--- config.mk ---
export PLATFORM = sky130hd
export DESIGN_NAME = ldpc_dvb_dec_cnode_restore_mx
export DESIGN_NICKNAME = d
export VERILOG_FILES = /design/src/rtl/ldpc_dvb_dec_cnode_restore_mx_pkg.sv /design/src/rtl/ldpc_dvb_dec_cnode_norm_lane.sv /design/src/rtl/ldpc_dvb_dec_cnode_restore_mx.sv
export SDC_FILE = /design/constraint.sdc
export NUM_CORES = 1
export LEC_CHECK = 0
export BUFFER_PORTS_ARGS = -buffer_cell sky130_fd_sc_hd__buf_2
export CAP_MARGIN = 20
export CORE_ASPECT_RATIO = 0.75
export CORE_UTILIZATION = 55
export CTS_BUF_LIST = sky130_fd_sc_hd__clkbuf_8
export DETAILED_ROUTE_END_ITERATION = 8
export PLACE_DENSITY = 0.78
export SLEW_MARGIN = 20
export SYNTH_ARGS = -nofsm -noshare
export SYNTH_HDL_FRONTEND = slang
export SYNTH_SLANG_ARGS = --single-unit
export TNS_END_PERCENT = 1
--- constraint.sdc ---
create_clock -name iclk -period 10.9 [get_ports iclk]
set_input_delay 1.09 -clock iclk [delete_from_list [all_inputs] [get_ports iclk]]
set_output_delay 1.09 -clock iclk [all_outputs]
set_load 0.02 [all_outputs]
--- src/rtl/ldpc_dvb_dec_cnode_restore_mx_pkg.sv ---
// Purpose : shared types and constants for the multi-lane check-node restore.
// Latency : n/a (types only).
// Backpres: n/a.
// Contents: default-width vnode/cnode types, the compressed per-row minimum
//           record (vn_min_t) and the normalization-mode encoding.
package ldpc_dvb_dec_cnode_restore_mx_pkg;

  localparam int NODE_W  = 8;
  localparam int CNODE_W = NODE_W;
  localparam int COL_W   = 5;

  typedef logic [NODE_W-1:0]  vnode_t;
  typedef logic [CNODE_W-1:0] cnode_t;

  // Field order fixes the bit layout of one lane word inside ivn_min:
  // min1 in the MSBs, prod_sign in bit 0.
  typedef struct packed {
    vnode_t             min1;
    vnode_t             min2;
    logic [COL_W-1:0]   min1_col;
    logic               prod_sign;
  } vn_min_t;

  typedef enum logic [1:0] {
    NORM_PLAIN     = 2'd0,
    NORM_OFFSET    = 2'd1,
    NORM_SCALE     = 2'd2,
    NORM_PLAIN_ALT = 2'd3
  } norm_mode_e;

  // Width of one packed lane word for arbitrary node/column widths.
  function automatic int vn_min_width(input int node_w, input int col_w);
    return 2 * node_w + col_w + 1;
  endfunction

endpackage

--- src/rtl/ldpc_dvb_dec_cnode_norm_lane.sv ---
// Purpose : one lane of cnode restore: min1/min2 select + sign, then
//           normalize, saturate and convert to two's complement.
// Latency : 2 cycles (stage-1 select register, stage-2 output register).
// Backpres: none; accepts a new access every cycle.
// Ports   : imin1/imin2/imin1_col/iprod_sign - compressed row minima
//           ivnode_idx/ivnode_sign/imask     - per-access vnode info
//           inorm_mode/ioffset               - latched normalization setup
//           ocnode                           - restored signed message
module ldpc_dvb_dec_cnode_norm_lane
  import ldpc_dvb_dec_cnode_restore_mx_pkg::*;
#(
  parameter int pNODE_W  = 8,
  parameter int pCNODE_W = pNODE_W,
  parameter int pCOL_W   = 5
) (
  input  logic                iclk,
  input  logic [pNODE_W-1:0]  imin1,
  input  logic [pNODE_W-1:0]  imin2,
  input  logic [pCOL_W-1:0]   imin1_col,
  input  logic                iprod_sign,
  input  logic [pCOL_W-1:0]   ivnode_idx,
  input  logic                ivnode_sign,
  input  logic                imask,
  input  logic [1:0]          inorm_mode,
  input  logic [pNODE_W-1:0]  ioffset,
  output logic [pCNODE_W-1:0] ocnode
);

  localparam int EXT_W = (pNODE_W > pCNODE_W) ? pNODE_W : pCNODE_W;
  localparam logic [EXT_W-1:0] SAT_MAX = EXT_W'((64'd1 << (pCNODE_W - 1)) - 64'd1);

  logic [pNODE_W-1:0]  abs_d, abs_q;
  logic                sign_d, sign_q;
  logic                mask_q;
  logic [pNODE_W-1:0]  norm;
  logic [EXT_W-1:0]    norm_ext;
  logic [EXT_W-1:0]    sat;
  logic [pCNODE_W-1:0] mag;
  logic [pCNODE_W-1:0] out_d, out_q;

  // Stage 1: the vnode that owns min1 must see min2 (exclude itself).
  always_comb begin
    abs_d  = (imin1_col == ivnode_idx) ? imin2 : imin1;
    sign_d = iprod_sign ^ ivnode_sign;
  end

  // Datapath registers are intentionally not reset.
  always_ff @(posedge iclk) begin
    abs_q  <= abs_d;
    sign_q <= sign_d;
    mask_q <= imask;
    out_q  <= out_d;
  end

  // Stage 2: normalize, saturate to symmetric range, apply sign.
  always_comb begin
    norm = abs_q;
    case (norm_mode_e'(inorm_mode))
      NORM_OFFSET: norm = (abs_q > ioffset) ? (abs_q - ioffset) : '0;
      NORM_SCALE:  norm = abs_q - (abs_q >> 2);
      default:     norm = abs_q;
    endcase
    norm_ext = EXT_W'(norm);
    sat      = (norm_ext > SAT_MAX) ? SAT_MAX : norm_ext;
    mag      = sat[pCNODE_W-1:0];
    // Conditional negate; saturation keeps the result away from -2^(W-1).
    out_d    = mask_q ? '0 : ((mag ^ {pCNODE_W{sign_q}}) + pCNODE_W'(sign_q));
  end

  assign ocnode = out_q;

endmodule

--- src/rtl/ldpc_dvb_dec_cnode_restore_mx.sv ---
// Purpose : multi-lane check-node message restore with a 2-entry ping-pong
//           buffer of compressed row minima and selectable normalization.
// Latency : 2 cycles ival -> ocnode_val (ctx delayed identically).
// Backpres: none on output; oload_rdy deasserts when both entries are full,
//           loads while full are dropped and flagged in oerr[0].
// Ports   : istart/inorm_mode/ioffset - frame start and normalization setup
//           iload/ivn_min/oload_rdy   - minima write side
//           ival/irow_last/ivnode_*   - vnode access side, icnode_ctx bypass
//           ocnode_val/ocnode_ctx/ocnode - restored messages
//           oerr                      - sticky {underflow, overflow}
module ldpc_dvb_dec_cnode_restore_mx
  import ldpc_dvb_dec_cnode_restore_mx_pkg::*;
#(
  parameter int pLANE_N  = 8,
  parameter int pNODE_W  = 8,
  parameter int pCNODE_W = pNODE_W,
  parameter int pCOL_W   = 5,
  parameter int pCTX_W   = 8
) (
  input  logic                               iclk,
  input  logic                               ireset,
  input  logic                               istart,
  input  logic [1:0]                         inorm_mode,
  input  logic [pNODE_W-1:0]                 ioffset,
  input  logic                               iload,
  input  logic [pLANE_N*(2*pNODE_W+pCOL_W+1)-1:0] ivn_min,
  output logic                               oload_rdy,
  input  logic                               ival,
  input  logic                               irow_last,
  input  logic [pLANE_N*pCOL_W-1:0]          ivnode_idx,
  input  logic [pLANE_N-1:0]                 ivnode_sign,
  input  logic [pLANE_N-1:0]                 ivnode_mask,
  input  logic [pCTX_W-1:0]                  icnode_ctx,
  output logic                               ocnode_val,
  output logic [pCTX_W-1:0]                  ocnode_ctx,
  output logic [pLANE_N*pCNODE_W-1:0]        ocnode,
  output logic [1:0]                         oerr
);

  localparam int VN_W  = vn_min_width(pNODE_W, pCOL_W);
  localparam int BUF_W = pLANE_N * VN_W;

  logic [BUF_W-1:0]   buf_q [2];
  logic [1:0]         cnt_q, cnt_d;
  logic               wr_ptr_q, wr_ptr_d;
  logic               rd_ptr_q, rd_ptr_d;
  logic [1:0]         err_q, err_d;
  logic [1:0]         mode_q, mode_d;
  logic [pNODE_W-1:0] off_q, off_d;
  logic               rdy_q, rdy_d;
  logic               val1_q, val2_q;
  logic [pCTX_W-1:0]  ctx1_q, ctx2_q;

  logic               empty, full, rel, load_ok, wr_idx;
  logic [BUF_W-1:0]   rd_word;

  always_comb begin
    empty = (cnt_q == 2'd0);
    full  = (cnt_q == 2'd2);
    // istart discards the buffer state, so a coincident row end frees nothing.
    rel   = ival & irow_last & ~empty & ~istart;
    // A release in the same cycle frees the slot being written: the full
    // entry under rd_ptr is read combinationally this cycle and only
    // overwritten at the edge, so the load is safe and count stays at 2.
    load_ok = iload & (istart | ~full | rel);
    wr_idx  = istart ? 1'b0 : wr_ptr_q;

    cnt_d    = cnt_q;
    wr_ptr_d = wr_ptr_q;
    rd_ptr_d = rd_ptr_q;
    err_d    = err_q;
    mode_d   = mode_q;
    off_d    = off_q;

    if (istart) begin
      cnt_d    = load_ok ? 2'd1 : 2'd0;
      wr_ptr_d = load_ok;
      rd_ptr_d = 1'b0;
      err_d    = 2'b00;
      mode_d   = inorm_mode;
      off_d    = ioffset;
    end else begin
      cnt_d    = cnt_q + {1'b0, load_ok} - {1'b0, rel};
      wr_ptr_d = wr_ptr_q ^ load_ok;
      rd_ptr_d = rd_ptr_q ^ rel;
      err_d[0] = err_q[0] | (iload & ~load_ok);
      err_d[1] = err_q[1] | (ival & empty);
    end

    rdy_d = (cnt_d != 2'd2);
  end

  always_ff @(posedge iclk or negedge ireset) begin
    if (!ireset) begin
      cnt_q    <= 2'd0;
      wr_ptr_q <= 1'b0;
      rd_ptr_q <= 1'b0;
      err_q    <= 2'b00;
      mode_q   <= 2'd0;
      off_q    <= '0;
      rdy_q    <= 1'b1;
      val1_q   <= 1'b0;
      val2_q   <= 1'b0;
    end else begin
      cnt_q    <= cnt_d;
      wr_ptr_q <= wr_ptr_d;
      rd_ptr_q <= rd_ptr_d;
      err_q    <= err_d;
      mode_q   <= mode_d;
      off_q    <= off_d;
      rdy_q    <= rdy_d;
      val1_q   <= ival;
      val2_q   <= val1_q;
    end
  end

  // Buffer contents and bypass context are pure datapath.
  always_ff @(posedge iclk) begin
    if (load_ok) begin
      buf_q[wr_idx] <= ivn_min;
    end
    ctx1_q <= icnode_ctx;
    ctx2_q <= ctx1_q;
  end

  assign rd_word = buf_q[rd_ptr_q];

  for (genvar l = 0; l < pLANE_N; l++) begin : g_lane
    logic [VN_W-1:0] word;
    assign word = rd_word[l*VN_W +: VN_W];

    ldpc_dvb_dec_cnode_norm_lane #(
      .pNODE_W  (pNODE_W),
      .pCNODE_W (pCNODE_W),
      .pCOL_W   (pCOL_W)
    ) u_lane (
      .iclk        (iclk),
      .imin1       (word[VN_W-1 -: pNODE_W]),
      .imin2       (word[pCOL_W+pNODE_W -: pNODE_W]),
      .imin1_col   (word[pCOL_W:1]),
      .iprod_sign  (word[0]),
      .ivnode_idx  (ivnode_idx[l*pCOL_W +: pCOL_W]),
      .ivnode_sign (ivnode_sign[l]),
      // An access to an empty buffer has no valid minima: force zero.
      .imask       (ivnode_mask[l] | empty),
      .inorm_mode  (mode_q),
      .ioffset     (off_q),
      .ocnode      (ocnode[l*pCNODE_W +: pCNODE_W])
    );
  end

  assign oload_rdy  = rdy_q;
  assign ocnode_val = val2_q;
  assign ocnode_ctx = ctx2_q;
  assign oerr       = err_q;

endmodule
==> impl_metrics.py, run 1 <==
metrics = {
    "clocking": {
        "clockBufferDepth": 3,
        "cts_root_buf": "clkbuf_8",
        "path_clk_slew_ps": 70,
        "cts_resized": 0,
        "numCtsBuffers": 80,
        "cts_tree": "done",
        "ctsHtreeMaxLevel": 3,
        "clock_latency_ps": 680,
        "postCtsHoldBufs": 0,
        "clock-sinks": 531,
        "cts_setup_buffers": 0,
    },
    "placed_design": {
        "place_ws_ps": 5650,
        "io_buffers": 331,
        "gp_congestion": 0.931,
        "dp.final_hpwl_mm": 46.9,
    },
    "critical_path": {
        "worstSetupStartpointType": "flop",
        "critical_path_peak_fanout": 9,
        "cp.required_ps": 11530,
        "cp.arrival_ps": 5940,
        "slowest_delay_ps": 890,
        "cp_slowest_cell": "dfrtp_1",
        "crit_type": "reg -> reg",
        "crit_chain": "inv_1, ha_1, nor2b_1, o31a_1, o31ai_1, a21oi_1, xnor2_1, o311ai_1, nor2_1, xnor2_1, ha_1, inv_1, o41ai_1, o31ai_1, nor4_1, a211o_1",
        "cp-end-kind": "flop",
    },
    "power_and_ir_drop": {
        "power_density_nw_per_um2": 204,
        "seq_power_share_pct": 41.1,
        "internal_power_mw": 4.11,
        "total_power_mw": 6.26,
        "pwr-share-comb_pct": 32.7,
        "p_leak_nw": 12.1,
        "ir_drop_mv": 0.186,
        "switching_share_pct": 34.3,
        "clkPwrFrac_pct": 26.2,
        "p_sw_mw": 2.15,
    },
    "synthesis": {
        "ys_seq_area_share_pct": 53.3,
        "netlist_area_um2": 26800,
        "syn_area_per_cell_um2": 12.5,
        "synthCells": 2145,
        "ys_warn_count": 0,
        "synth-edff-count": 352,
        "yosys.cell_types.count": 128,
        "synthFlopType": "edfxtp_1",
        "syn_nets": 2548,
        "synth-seq-cells": 531,
        "async_reset_ff_share_pct": 3.58,
    },
    "timing": {
        "finalHoldViolCount": 0,
        "clock-skew-final_ps": 35.2,
        "tns_ps": 0,
        "fmax_mhz": 188,
        "drv_slew": 0,
        "maxSlewHeadroom_pct": 28.1,
        "period_needed_ps": 5310,
        "setup_slack_ps": 5590,
        "setup_violations": 0,
        "rsz0062_at_grt": "false",
        "min_period_over_period_pct": 48.8,
        "worst_slew_pin_slew_ps": 1080,
    },
    "global_routing": {
        "grt.total_usage_pct": 26.2,
        "grt_pass1_wl_mm": 101,
        "grt_antenna_before_repair": 17,
        "grt_pass1_vias": 18600,
        "grt_overflow_total": 0,
        "grt_max_degree": 149,
    },
    "die": {
        "die_area_um2": 49500,
        "start_util_pct": 56.1,
        "floorplan.core_area_um2": 47700,
        "die_h_um": 193,
        "rows": 69,
        "io_pins": 332,
        "die_w_um": 257,
    },
    "flow_run": {
        "cap_violations": 0,
    },
    "cells_and_area": {
        "final_nets": 2908,
        "synthToLayoutAreaGrowth_pct": 14.6,
        "fill_cells": 3630,
        "drive_above_1_share_pct": 23.3,
        "seqCellArea_um2": 14300,
        "multi_input_area_um2": 11800,
    },
    "min_path": {
        "hp-class": "reg -> reg",
    },
    "detailed_routing": {
        "vias_per_cell": 5.88,
        "drt_iter0_markers": 1542,
        "vias": 18900,
        "drcViolationCount": 0,
        "routedWlPerCell_um": 20.4,
        "drt_pass1_iterations": 6,
        "drt-total-wl_mm": 65.8,
        "final_antenna_net_count": 0,
    },
    "outcome": {
        "status": "finished, final reports clean",
    },
}
[final timing paths]
path,from,endpoint,slack [ps],depth (start not counted)
setup reg to reg,off_q[1]$_DFFE_PN0P_,g_lane[5].u_lane.ocnode[6]$_SDFF_PP0_,5590,16
hold / removal,ctx1_q[0]$_DFF_P_,ocnode_ctx[0]$_DFF_P_,330,0
min in group asynchronous,ireset,off_q[5]$_DFFE_PN0P_,360,1
setup / recovery,off_q[1]$_DFFE_PN0P_,g_lane[5].u_lane.ocnode[6]$_SDFF_PP0_,5590,16
hold reg to reg,ctx1_q[0]$_DFF_P_,ocnode_ctx[0]$_DFF_P_,330,0
max in group asynchronous,ireset,rd_ptr_q$_DFF_PN0_,10150,1
[layout make-up]
class                   count  area share (%)
diodes                      8          0.0653
clock buffers              90            4.04
clock inverters            56            1.24
inverters                 105            1.29
multi-input cells        1445            38.5
flip-flops and latches    531            46.5
well taps                 639            2.61
repair buffers            342            5.76
[sequential cells by signal (all words and copies together) (netlist names), 8 cells and up]
register	cells
buf_q	352
off_q	8
ctx1_q	8
ocnode_ctx	8
g_lane.u_lane.sign_q	8
g_lane.u_lane.abs_q	64
g_lane.u_lane.ocnode	64
g_lane.u_lane.mask_q	8
[power by group through the flow]
| stage | clock network (mW) | registers, mW | logic, mW |
|---|---|---|---|
| floorplan | 0 | 2.64 | 1.47 |
| global placement | 0 | 2.61 | 1.97 |
| detailed placement | 0 | 2.61 | 2.02 |
| CTS | 1.68 | 2.57 | 2.03 |
| global route | 1.76 | 2.60 | 2.25 |
| finish | 1.64 | 2.57 | 2.05 |
[layer usage]
layer	global-route usage, %	routed length [µm]
met5	0	99
met4	9.27	1680
met3	6.72	5500
met2	39.8	29000
met1	36.8	29500
[cells in the final DEF (no fill, tap or decap), types with 18 or more instances in the layout]
cell type	count
nor3_1	47
nor2b_1	32
or3_1	19
nand3_1	30
clkbuf_8	90
xor2_1	51
nand4_1	20
o31ai_1	18
o21a_1	40
mux2i_1	63
o21ai_1	19
edfxtp_1	352
o21ai_0	74
ha_1	130
nor2_1	153
a21oi_1	97
dfxtp_1	160
a211oi_1	29
xnor2_1	90
mux4_2	64
inv_1	134
buf_2	331
a21o_1	20
a211o_1	20
nand2_1	82
[cell usage after synthesis, types with 27 or more instances]
cell | number | area [µm²]
mux2i_1 | 63 | 631
nand3_1 | 30 | 150
nor2_1 | 155 | 582
a211oi_1 | 29 | 218
a21oi_1 | 97 | 485
xor2_1 | 51 | 447
o21a_1 | 40 | 300
nor2b_1 | 33 | 206
clkbuf_1 | 27 | 101
edfxtp_1 | 352 | 10600
xnor2_1 | 90 | 788
o21ai_0 | 74 | 370
nor3_1 | 47 | 235
ha_1 | 131 | 1640
nand2_1 | 82 | 308
inv_1 | 104 | 390
dfxtp_1 | 160 | 3200
mux4_2 | 64 | 1440
[metrics by stage]
step                utilization [%]  instance area, µm²  hold WS, ps  cells
finish                         64.3               30700          327   3216
global placement               60.9               29000          310   3062
CTS                            64.3               30600          315   3208
global route                   64.3               30600          333   3212
detailed placement             60.9               29000          315   3062
floorplan                         -               26800          310   2145
[cell families (layout without fill, tap and decap cells)]
kind of cell | count (synthesis) | in the layout | synth area share (%)
flops | 531 | 531 | 53.3
simple gates | 513 | 513 | 9.98
compound gates | 508 | 508 | 13.9
buf+inv | 169 | 593 | 2.73
fa+ha+maj | 147 | 147 | 7.32
xor+xnor | 142 | 142 | 4.70
mux | 135 | 135 | 8.09
other cells | 0 | 8 | 0
[critical path, delay by kind of cell, from the launching register on]
| family | cells | cell delay, ps |
|---|---|---|
| fa+ha+maj | 2 | 760 |
| buf+inv | 2 | 620 |
| xor+xnor | 2 | 350 |
| flops | 1 | 890 |
| simple gates | 3 | 530 |
| compound gates | 7 | 2110 |
No activity file was read; power rests on OpenSTA's default activity.
==> run 2, diff against run 1 <==
==> constraint.sdc (replaced) <==
create_clock -name iclk -period 5.1 [get_ports iclk]
set_input_delay 0.51 -clock iclk [delete_from_list [all_inputs] [get_ports iclk]]
set_output_delay 0.51 -clock iclk [all_outputs]
set_load 0.02 [all_outputs]
==> impl_metrics.py, run 2 (synthesis gave the netlist of run 1 again) <==
metrics = {
    "power_and_ir_drop": {
        "power_density_nw_per_um2": 419,
        "ir_drop_mv": 0.331,
        "p_leak_nw": 13.0,
    },
    "cells_and_area": {
        "final_core_util_pct": 68.8,
        "largest_reg_flops": 352,
        "fill_cells": 3315,
        "regMostFlops": "buf_q",
        "final_area_um2": 32800,
        "drive_above_1_share_pct": 22.2,
        "layout_commonest_cell": "edfxtp_1",
        "synthToLayoutAreaGrowth_pct": 22.5,
        "final_cell_mix": "352 x edfxtp_1, 331 x buf_2, 199 x dlygate4sd3_1, 160 x dfxtp_1, 152 x nor2_1",
        "final_nets": 3119,
    },
    "timing": {
        "maxSlewHeadroom_pct": 21.8,
        "finalHoldViolCount": 0,
        "setup_violations": 0,
        "drv_slew": 0,
        "min_period_over_period_pct": 86.0,
        "rsz0062_at_grt": "false",
        "clock-skew-final_ps": 44.6,
        "worst_slew_pin_slew_ps": 1170,
        "period_needed_ps": 4380,
        "fmax_mhz": 228,
    },
    "placed_design": {
        "io_buffers": 331,
        "dp.final_hpwl_mm": 47.5,
        "gp_congestion": 0.921,
        "postPlaceCellArea_um2": 29100,
    },
    "global_routing": {
        "grt.total_usage_pct": 29.1,
        "grt_antenna_before_repair": 4,
        "grt_max_degree": 120,
        "grt_pass1_wl_mm": 111,
        "grt_overflow_total": 0,
        "grt_pass1_vias": 20400,
    },
    "critical_path": {
        "cp-end-kind": "flop",
        "crit_chain": "ha_1, fa_1, nor2b_1, o21ai_1, a21o_1, a2111oi_1, mux2i_1, nand2_2, a211oi_1, ha_1, ha_1, nor2b_1, a21boi_0, a41oi_1, and3_1, nor3_2",
        "crit_top_cell": "ha_1",
        "cp_slowest_cell": "dfrtp_1",
        "critical_path_peak_fanout": 9,
        "crit-reg2reg-launch": "off_q[0]$_DFFE_PN0P_",
        "cp.required_ps": 5650,
        "worstSetupStartpointType": "flop",
        "crit_type": "reg -> reg",
        "cp.arrival_ps": 4930,
        "critical_path.startpoint": "off_q[0]$_DFFE_PN0P_",
        "slowest_delay_ps": 590,
    },
    "clocking": {
        "cts_tree": "done",
        "clock_latency_ps": 710,
        "path_clk_slew_ps": 60,
        "clock-sinks": 531,
        "clockBufferDepth": 3,
        "cts_resized": 0,
        "ctsHtreeMaxLevel": 3,
        "cts_root_buf": "clkbuf_8",
        "numCtsBuffers": 82,
    },
    "die": {
        "rows": 69,
        "start_util_pct": 56.1,
        "die_area_um2": 49500,
        "io_pins": 332,
        "floorplan.core_area_um2": 47700,
        "die_h_um": 193,
        "die_w_um": 257,
    },
    "min_path": {
        "holdCritStartpoint": "ioffset[5]",
        "hp-class": "in -> reg",
    },
    "detailed_routing": {
        "vias_per_cell": 5.90,
        "final_antenna_net_count": 0,
        "drt_pass1_iterations": 6,
        "drt_iter0_markers": 1729,
        "vias": 20200,
        "drt-total-wl_mm": 72.4,
        "drcViolationCount": 0,
        "routedWlPerCell_um": 21.1,
    },
    "flow_run": {
        "cap_violations": 0,
    },
    "outcome": {
        "status": "finished, final reports clean",
    },
}
## run 2: changes by cell type in the layout (fill, tap and decap cells not counted)
cell,before,now
dlygate4sd3_1,0,199
buf_4,9,18
clkbuf_8,90,96
diode_2,8,2
bufinv_16,4,2
clkinv_1,10,8
clkinv_2,5,7
clkinv_4,0,2
buf_12,2,3
inv_1,134,135
inv_12,1,2
nor2_1,153,152
nor2_2,2,3
## run 2: final timing paths
check                      slack, ps  cells past startpoint                                    end
min in group asynchronous        310                      2                   ocnode_val$_DFF_PN0_
hold / removal                    40                      3                   off_q[5]$_DFFE_PN0P_
setup reg to reg                 720                     16  g_lane[1].u_lane.ocnode[6]$_SDFF_PP0_
max in group asynchronous       4430                      2                     rd_ptr_q$_DFF_PN0_
setup / recovery                 720                     16  g_lane[1].u_lane.ocnode[6]$_SDFF_PP0_
hold reg to reg                  330                      0                  ocnode_ctx[3]$_DFF_P_
## run 2: area by class of cell
cell class | instances | area [µm²] | share of cell area [%]
repair buffers | 551 | 3840 | 11.7
flip-flops and latches | 531 | 14300 | 43.5
diodes | 2 | 5.00 | 0.0153
multi-input cells | 1445 | 11800 | 36.0
clock inverters | 58 | 359 | 1.10
clock buffers | 96 | 1320 | 4.03
inverters | 105 | 394 | 1.20
well taps | 639 | 800 | 2.44
## run 2: power by group
| group | leakage [nW] | switching, mW | total [mW] | internal (mW) |
|---|---|---|---|---|
| sequential | 4.87 | 0.371 | 5.50 | 5.13 |
| combinational | 7.14 | 2.64 | 4.58 | 1.94 |
| clock | 0.971 | 1.80 | 3.65 | 1.85 |
## run 2: what timing repair did
action	CTS	global route
hold buffers	199	0
setup buffers	0	0
endpoints found under the hold margin	391	0
## run 2: per-layer routing
metal / track usage, % / share of wire (%) / wire length, µm
met3: 5.99 / 7.3 / 5280
met1: 38.2 / 42 / 30300
met5: 0 / 0.018 / 13
met4: 10.8 / 2.9 / 2100
met2: 48.3 / 48 / 34800
## run 2: through the flow
stage | power, mW | TNS, ps | worst slack (ps) | cells | hold WS, ps
final | 13.7 | 0 | 717 | 3427 | 39.7
after global routing | 14.4 | 0 | 407 | 3427 | 10.4
after detailed placement | 9.93 | 0 | 825 | 3072 | 312
after CTS | 13.6 | 0 | 765 | 3425 | 2.05
after floorplan | 8.75 | -359130 | -1020 | 2145 | 214
after global placement | 9.80 | 0 | 935 | 3072 | 310
## run 2: critical path: cells and delay by family, from the launching register on
| family | cells | cell delay [ps] |
|---|---|---|
| multiplexers | 1 | 230 |
| AO/OA/AOI/OAI | 6 | 1320 |
| adder cells (fa/ha/maj) | 4 | 1260 |
| AND/OR/NAND/NOR | 5 | 820 |
| flip-flops | 1 | 590 |
